$ cat config.mk
export PLATFORM = sky130hd
export DESIGN_NAME = raster_scheduler
export DESIGN_NICKNAME = d
export VERILOG_FILES = /design/src/rtl/raster_pkg.sv /design/src/rtl/tri_fifo.sv /design/src/rtl/raster_scheduler.sv
export SDC_FILE = /design/constraint.sdc
export NUM_CORES = 1
export LEC_CHECK = 0
export CAP_MARGIN = 10
export CELL_PAD_IN_SITES_DETAIL_PLACEMENT = 1
export CELL_PAD_IN_SITES_GLOBAL_PLACEMENT = 1
export CORE_ASPECT_RATIO = 1.5
export CORE_MARGIN = 3
export CORE_UTILIZATION = 47
export CTS_CLUSTER_SIZE = 40
export DETAILED_ROUTE_END_ITERATION = 10
export PLACE_DENSITY = 0.87
export RECOVER_POWER = 25
export SYNTH_ARGS = -nofsm -noshare
export SYNTH_HDL_FRONTEND = slang
export SYNTH_SLANG_ARGS = --single-unit
$ cat constraint.sdc
create_clock -name clk -period 14 [get_ports clk]
set_input_delay 3.5 -clock clk [delete_from_list [all_inputs] [get_ports clk]]
set_output_delay 3.5 -clock clk [all_outputs]
set_load 0.01 [all_outputs]
$ cat src/rtl/raster_pkg.sv
// Shared types and defaults for the raster front-end: triangle record,
// scheduler states and frame-clear defaults.
package raster_pkg;

  localparam int          FB_WIDTH_DEF    = 320;
  localparam int          FB_HEIGHT_DEF   = 240;
  localparam logic [7:0]  CLEAR_DEPTH_DEF = 8'hFF;

  // Each vertex is {z, y, x}, IEEE-754 single precision.
  typedef struct packed {
    logic [2:0][31:0] p1;
    logic [2:0][31:0] p2;
    logic [2:0][31:0] p3;
    logic [3:0]       color;
  } triangle_t;

  typedef enum logic [2:0] {
    IDLE,
    CLEAR,
    LOAD,
    START,
    WAIT
  } sched_state_t;

endpackage

$ cat src/rtl/tri_fifo.sv
// Synchronous FIFO of triangle commands; pushes when full and pops when
// empty are dropped.
module tri_fifo
  import raster_pkg::*;
#(
  parameter int DEPTH = 4
) (
  input  logic                     clk,
  input  logic                     sreset,
  input  logic                     push,
  input  logic                     pop,
  input  triangle_t                wdata,
  output triangle_t                rdata,
  output logic                     full,
  output logic                     empty,
  output logic [$clog2(DEPTH):0]   count
);

  localparam int AW = $clog2(DEPTH);

  triangle_t        mem_q [DEPTH];
  logic [AW-1:0]    wptr_q;
  logic [AW-1:0]    rptr_q;
  logic [AW:0]      count_q;
  logic             wr_en;
  logic             rd_en;

  assign wr_en = push && !full;
  assign rd_en = pop && !empty;

  always_ff @(posedge clk) begin
    if (sreset) begin
      wptr_q  <= '0;
      rptr_q  <= '0;
      count_q <= '0;
    end else begin
      if (wr_en) begin
        mem_q[wptr_q] <= wdata;
        wptr_q        <= wptr_q + AW'(1);
      end
      if (rd_en) begin
        rptr_q <= rptr_q + AW'(1);
      end
      case ({wr_en, rd_en})
        2'b10:   count_q <= count_q + (AW+1)'(1);
        2'b01:   count_q <= count_q - (AW+1)'(1);
        default: count_q <= count_q;
      endcase
    end
  end

  assign rdata = mem_q[rptr_q];
  assign full  = (count_q == (AW+1)'(DEPTH));
  assign empty = (count_q == '0);
  assign count = count_q;

endmodule

$ cat src/rtl/raster_scheduler.sv
// Rasterizer front-end: queues triangles, sequences rasterizer_unit and
// owns the framebuffer/z-buffer write ports (rasterizer or clear sweep).
//
// state | meaning
// IDLE  | waiting for a pending clear or a queued triangle
// CLEAR | sweeping background color / far depth, one pixel per cycle
// LOAD  | popping FIFO head into the rasterizer operand registers
// START | one-cycle start pulse to the rasterizer
// WAIT  | rasterizer busy, waiting for ru_done
module raster_scheduler
  import raster_pkg::*;
#(
  parameter int         QUEUE_DEPTH = 4,
  parameter int         FB_WIDTH    = FB_WIDTH_DEF,
  parameter int         FB_HEIGHT   = FB_HEIGHT_DEF,
  parameter logic [3:0] CLEAR_COLOR = 4'h0,
  parameter logic [7:0] CLEAR_DEPTH = CLEAR_DEPTH_DEF
) (
  input  logic             clk,
  input  logic             sreset,
  input  logic             tri_valid,
  output logic             tri_ready,
  input  logic [2:0][31:0] tri_p1,
  input  logic [2:0][31:0] tri_p2,
  input  logic [2:0][31:0] tri_p3,
  input  logic [3:0]       tri_color,
  input  logic             clear_req,
  output logic             frame_busy,
  output logic [15:0]      tri_count,
  output logic             ru_start,
  output logic [2:0][31:0] ru_p1,
  output logic [2:0][31:0] ru_p2,
  output logic [2:0][31:0] ru_p3,
  output logic [3:0]       ru_color,
  input  logic             ru_done,
  input  logic             ru_fb_we,
  input  logic             ru_zb_we,
  input  logic [9:0]       ru_rast_x,
  input  logic [9:0]       ru_rast_y,
  input  logic [3:0]       ru_fb_data,
  input  logic [7:0]       ru_zb_wdata,
  output logic             fb_we,
  output logic             zb_we,
  output logic [9:0]       fb_x,
  output logic [9:0]       fb_y,
  output logic [3:0]       fb_data,
  output logic [7:0]       zb_wdata
);

  localparam logic [9:0] X_LAST = 10'(FB_WIDTH - 1);
  localparam logic [9:0] Y_LAST = 10'(FB_HEIGHT - 1);

  sched_state_t state_q, state_d;
  logic         clear_pending_q, clear_pending_d;
  logic [9:0]   clr_x_q, clr_x_d;
  logic [9:0]   clr_y_q, clr_y_d;
  logic [15:0]  tri_count_q, tri_count_d;
  triangle_t    ru_tri_q, ru_tri_d;

  triangle_t                     fifo_wdata;
  triangle_t                     fifo_head;
  logic                          fifo_push;
  logic                          fifo_pop;
  logic                          fifo_full;
  logic                          fifo_empty;
  logic [$clog2(QUEUE_DEPTH):0]  fifo_count;

  assign fifo_wdata = '{p1: tri_p1, p2: tri_p2, p3: tri_p3, color: tri_color};
  assign tri_ready  = !fifo_full;
  assign fifo_push  = tri_valid && tri_ready;

  tri_fifo #(.DEPTH(QUEUE_DEPTH)) u_fifo (
    .clk    (clk),
    .sreset (sreset),
    .push   (fifo_push),
    .pop    (fifo_pop),
    .wdata  (fifo_wdata),
    .rdata  (fifo_head),
    .full   (fifo_full),
    .empty  (fifo_empty),
    .count  (fifo_count)
  );

  always_ff @(posedge clk) begin
    if (sreset) begin
      state_q         <= IDLE;
      clear_pending_q <= 1'b0;
      clr_x_q         <= '0;
      clr_y_q         <= '0;
      tri_count_q     <= '0;
      ru_tri_q        <= '0;
    end else begin
      state_q         <= state_d;
      clear_pending_q <= clear_pending_d;
      clr_x_q         <= clr_x_d;
      clr_y_q         <= clr_y_d;
      tri_count_q     <= tri_count_d;
      ru_tri_q        <= ru_tri_d;
    end
  end

  always_comb begin
    state_d         = state_q;
    clear_pending_d = clear_pending_q;
    clr_x_d         = clr_x_q;
    clr_y_d         = clr_y_q;
    tri_count_d     = tri_count_q;
    ru_tri_d        = ru_tri_q;
    fifo_pop        = 1'b0;
    ru_start        = 1'b0;
    case (state_q)
      IDLE: begin
        if (clear_pending_q) begin
          state_d         = CLEAR;
          clear_pending_d = 1'b0;
        end else if (!fifo_empty) begin
          state_d = LOAD;
        end
      end
      CLEAR: begin
        if (clr_x_q == X_LAST) begin
          clr_x_d = '0;
          if (clr_y_q == Y_LAST) begin
            clr_y_d = '0;
            state_d = IDLE;
          end else begin
            clr_y_d = clr_y_q + 10'd1;
          end
        end else begin
          clr_x_d = clr_x_q + 10'd1;
        end
      end
      LOAD: begin
        fifo_pop = 1'b1;
        ru_tri_d = fifo_head;
        state_d  = START;
      end
      START: begin
        ru_start = 1'b1;
        state_d  = WAIT;
      end
      WAIT: begin
        if (ru_done) begin
          state_d     = IDLE;
          tri_count_d = tri_count_q + 16'd1;
        end
      end
      default: state_d = IDLE;
    endcase
    // A request arriving in any state (including CLEAR or WAIT) leaves one clear pending.
    if (clear_req) begin
      clear_pending_d = 1'b1;
    end
  end

  always_comb begin
    if (state_q == CLEAR) begin
      fb_we    = 1'b1;
      zb_we    = 1'b1;
      fb_x     = clr_x_q;
      fb_y     = clr_y_q;
      fb_data  = CLEAR_COLOR;
      zb_wdata = CLEAR_DEPTH;
    end else begin
      fb_we    = ru_fb_we;
      zb_we    = ru_zb_we;
      fb_x     = ru_rast_x;
      fb_y     = ru_rast_y;
      fb_data  = ru_fb_data;
      zb_wdata = ru_zb_wdata;
    end
  end

  assign ru_p1      = ru_tri_q.p1;
  assign ru_p2      = ru_tri_q.p2;
  assign ru_p3      = ru_tri_q.p3;
  assign ru_color   = ru_tri_q.color;
  assign tri_count  = tri_count_q;
  assign frame_busy = (state_q != IDLE) || (fifo_count != '0) || clear_pending_q;

endmodule

==> flow_metrics.py <==
metrics = {
    "status": {
        "status": "finished, violations left",
        "violations": "max-capacitance violations, max-slew violations",
    },
    "floorplan": {
        "fp.dieW_um": 284,
        "initial_core_util_pct": 47.5,
        "die_h_um": 423,
        "core_um2": 115000,
        "rows": 152,
        "die-area_um2": 120000,
        "io_pins": 676,
    },
    "clock_tree": {
        "root_buffer": "clkbuf_16",
        "cts.sinks": 1507,
        "cts_made_buffers": 139,
        "clk_pin_slew_ps": 60,
        "h-tree-depth": 4,
        "post_cts_buffers": 0,
        "cts_tree": "done",
        "post_cts_resized": 0,
        "cts_buffer_depth": 3,
        "clk_latency_ps": 770,
        "hold_buffers": 0,
    },
    "worst_setup_path": {
        "cpPeakStageDelay_ps": 580,
        "r2r_cells": 6,
        "crit_fanout": 1,
        "r2r_start": "u_fifo.count[0]",
        "required_ps": 10500,
        "start_kind": "input port",
        "r2r_slack_ps": 9860,
        "cp_slowest_cell": "clkdlybuf4s50_1",
        "path_cells": "clkdlybuf4s50_1 -> nand2_1 -> nand2_1 -> clkdlybuf4s50_1",
        "worstReg2RegEnd": "u_fifo.mem_q[3][291]",
        "critical_path_arrival_ps": 4790,
        "critPathCaptureType": "output pin",
        "worst-path-buf-inv": 2,
        "critPathTopFamily": "buffers and inverters",
        "crit_type": "in2out",
    },
    "placed_design": {
        "dpl_cell_area_um2": 62800,
        "dp_hpwl_mm": 94.8,
        "place_congestion": 0.781,
        "port_buffers": 675,
    },
    "timing": {
        "maxSlewViolCount": 71,
        "maxSlewHeadroom_pct": -144,
        "fmax_mhz": 121,
        "skew_ps": 34.8,
        "finalCritPeriodShare_pct": 59.2,
        "rsz0062_at_grt": "no",
        "tns_ps": 0,
        "worst_pin_slew_ps": 3660,
        "final.min_clock_period_ps": 8290,
        "hold_viol": 0,
        "setup_viol_count_final": 0,
        "hold_ws_ps": 454,
    },
    "hold_path": {
        "whs_path_depth": 2,
        "holdPathEnd": "ru_p3[57]",
        "holdCritPathClass": "reg2reg",
        "hp-start": "ru_p3[57]",
    },
    "routing": {
        "antenna_left": 0,
        "first_iter_violations": 2698,
        "drc_errors": 0,
        "via_count": 31900,
        "routed_wl_mm": 161,
        "wl_per_cell_um": 29.1,
        "routed_via_density": 5.75,
        "drtPass1Iterations": 5,
    },
    "global_route": {
        "grt_max_degree": 133,
        "grt_antenna_before_repair": 79,
        "grt_usage_pct": 26.2,
        "grt_pass1_vias": 34500,
        "grt_pass1_wl_mm": 234,
        "overflow": 0,
    },
    "power": {
        "swShare_pct": 28.7,
        "power.share.sequential_pct": 46.6,
        "p_sw_mw": 3.36,
        "max-vdd-ir-drop_mv": 0.200,
        "combPwrFrac_pct": 21.0,
        "clockPowerShare_pct": 32.4,
        "power_density_nw_per_um2": 174,
        "leakage_nw": 21.4,
        "internal_power_mw": 8.37,
    },
    "final_layout": {
        "utilization_pct": 58.8,
        "drive_gt1_share_pct": 14.3,
        "fin_nets": 4155,
        "final_common_cell": "edfxtp_1",
        "layout_common_cells": "edfxtp_1, nand2_1, clkdlybuf4s50_1",
        "area_delta_synth_final_pct": 23.8,
        "final_area_um2": 67500,
    },
    "logic_synthesis": {
        "synth_cell_types": 45,
        "ys.flop_type": "edfxtp_1",
        "syn_area_per_cell_um2": 17.4,
        "synth.yosys.seq_area_share_pct": 76.7,
        "syn_inst": 3141,
        "async_flop_share_pct": 0,
        "synth_edf_count": 1168,
        "synth_warnings": 0,
        "synth_area_um2": 54600,
        "synth_seq_cells": 1507,
        "syn-num-nets": 3481,
    },
    "run": {
        "maxCapViolations": 1,
    },
}
[sequential cells by signal, indices dropped and copies added (netlist names)]
register,flops
u_fifo.rptr_q,2
clear_pending_q,1
u_fifo.count,3
state_q,3
u_fifo.mem_q,1168
ru_p3,96
clr_x_q,10
u_fifo.wptr_q,2
ru_p2,96
tri_count,16
ru_p1,96
ru_color,4
clr_y_q,10
[routing by layer]
metal | vias to the layer above | global-route usage [%] | share of wire [%]
met1 | 16600 | 30.9 | 35
li1 | 13400 | - | -
met4 | 22 | 12.7 | 5.1
met3 | 366 | 5.78 | 7.1
met2 | 1569 | 45.6 | 53
met5 | - | 0 | 0.091
[cell families after synthesis]
family	after synthesis	synth area share, %
XOR/XNOR	20	0.321
buffers and inverters	191	1.56
adder cells (fa/ha/maj)	9	0.220
multiplexers	294	12.1
AND/OR/NAND/NOR	779	5.89
flip-flops	1507	76.7
AO/OA/AOI/OAI	341	3.18
[synth_stat cells (8+ instances only)]
cell type / count / area, µm²
nand2b_1: 11 / 68.8
and2_1: 13 / 81.3
xor2_1: 11 / 96.3
nand4_1: 9 / 56.3
mux4_2: 292 / 6580
clkbuf_1: 77 / 289
edfxtp_1: 1168 / 35100
o21ai_0: 15 / 75.1
inv_1: 9 / 33.8
a21oi_1: 316 / 1580
dfxtp_1: 339 / 6790
nand2_1: 657 / 2470
buf_2: 97 / 485
xnor2_1: 9 / 78.8
nor2_1: 30 / 113
or3_1: 13 / 81.3
nand3_1: 15 / 75.1
ha_1: 8 / 100
[worst min-delay path: cells and delay by family, from the launching register on]
kind | cells | cell delay (ps)
compound gates | 1 | 50
simple gates | 1 | 50
flops | 1 | 310
[worst max-delay path by stage]
stage	startpoint	end	slack, ps	cells after the start
after global routing	ru_rast_x[7]	fb_x[7]	5650	4
after detailed placement	ru_rast_x[7]	fb_x[7]	5690	4
after floorplan	sreset	u_fifo.mem_q[0][0]	2810	3
after global placement	ru_rast_x[7]	fb_x[7]	5730	4
after CTS	ru_rast_x[7]	fb_x[7]	5690	4
final	ru_rast_x[2]	fb_x[2]	5710	4
[per-stage QoR]
| step | cells | setup WS [ps] | power (mW) |
|---|---|---|---|
| 3_3_place_gp | 5214 | 5730 | 7.87 |
| 4_1_cts | 5473 | 5690 | 11.8 |
| 6_report | 5549 | 5710 | 11.7 |
| 5_1_grt | 5527 | 5650 | 12.2 |
| 3_5_place_dp | 5214 | 5690 | 8.00 |
| 2_1_floorplan | 3141 | 2810 | 6.88 |
[final cells by class]
cell class                      count  area [µm²]
Fill cell                       10300       47300
Sequential cell                  1507       41900
Multi-Input combinational cell   1443       11900
Timing Repair Buffer              715        7100
Clock buffer                      190        3930
Tap cell                         1540        1930
Clock inverter                     69         618
Antenna cell                       76         190
Inverter                            9        33.8
[power groups by stage]
stage          combinational, mW  sequential [mW]  clock [mW]
2_1_floorplan               1.30             5.58           0
3_3_place_gp                2.36             5.51           0
3_5_place_dp                2.45             5.55           0
4_1_cts                     2.50             5.47        3.86
5_1_grt                     2.64             5.50        4.06
6_report                    2.46             5.47        3.80
No activity file was read; power rests on OpenSTA's default activity.
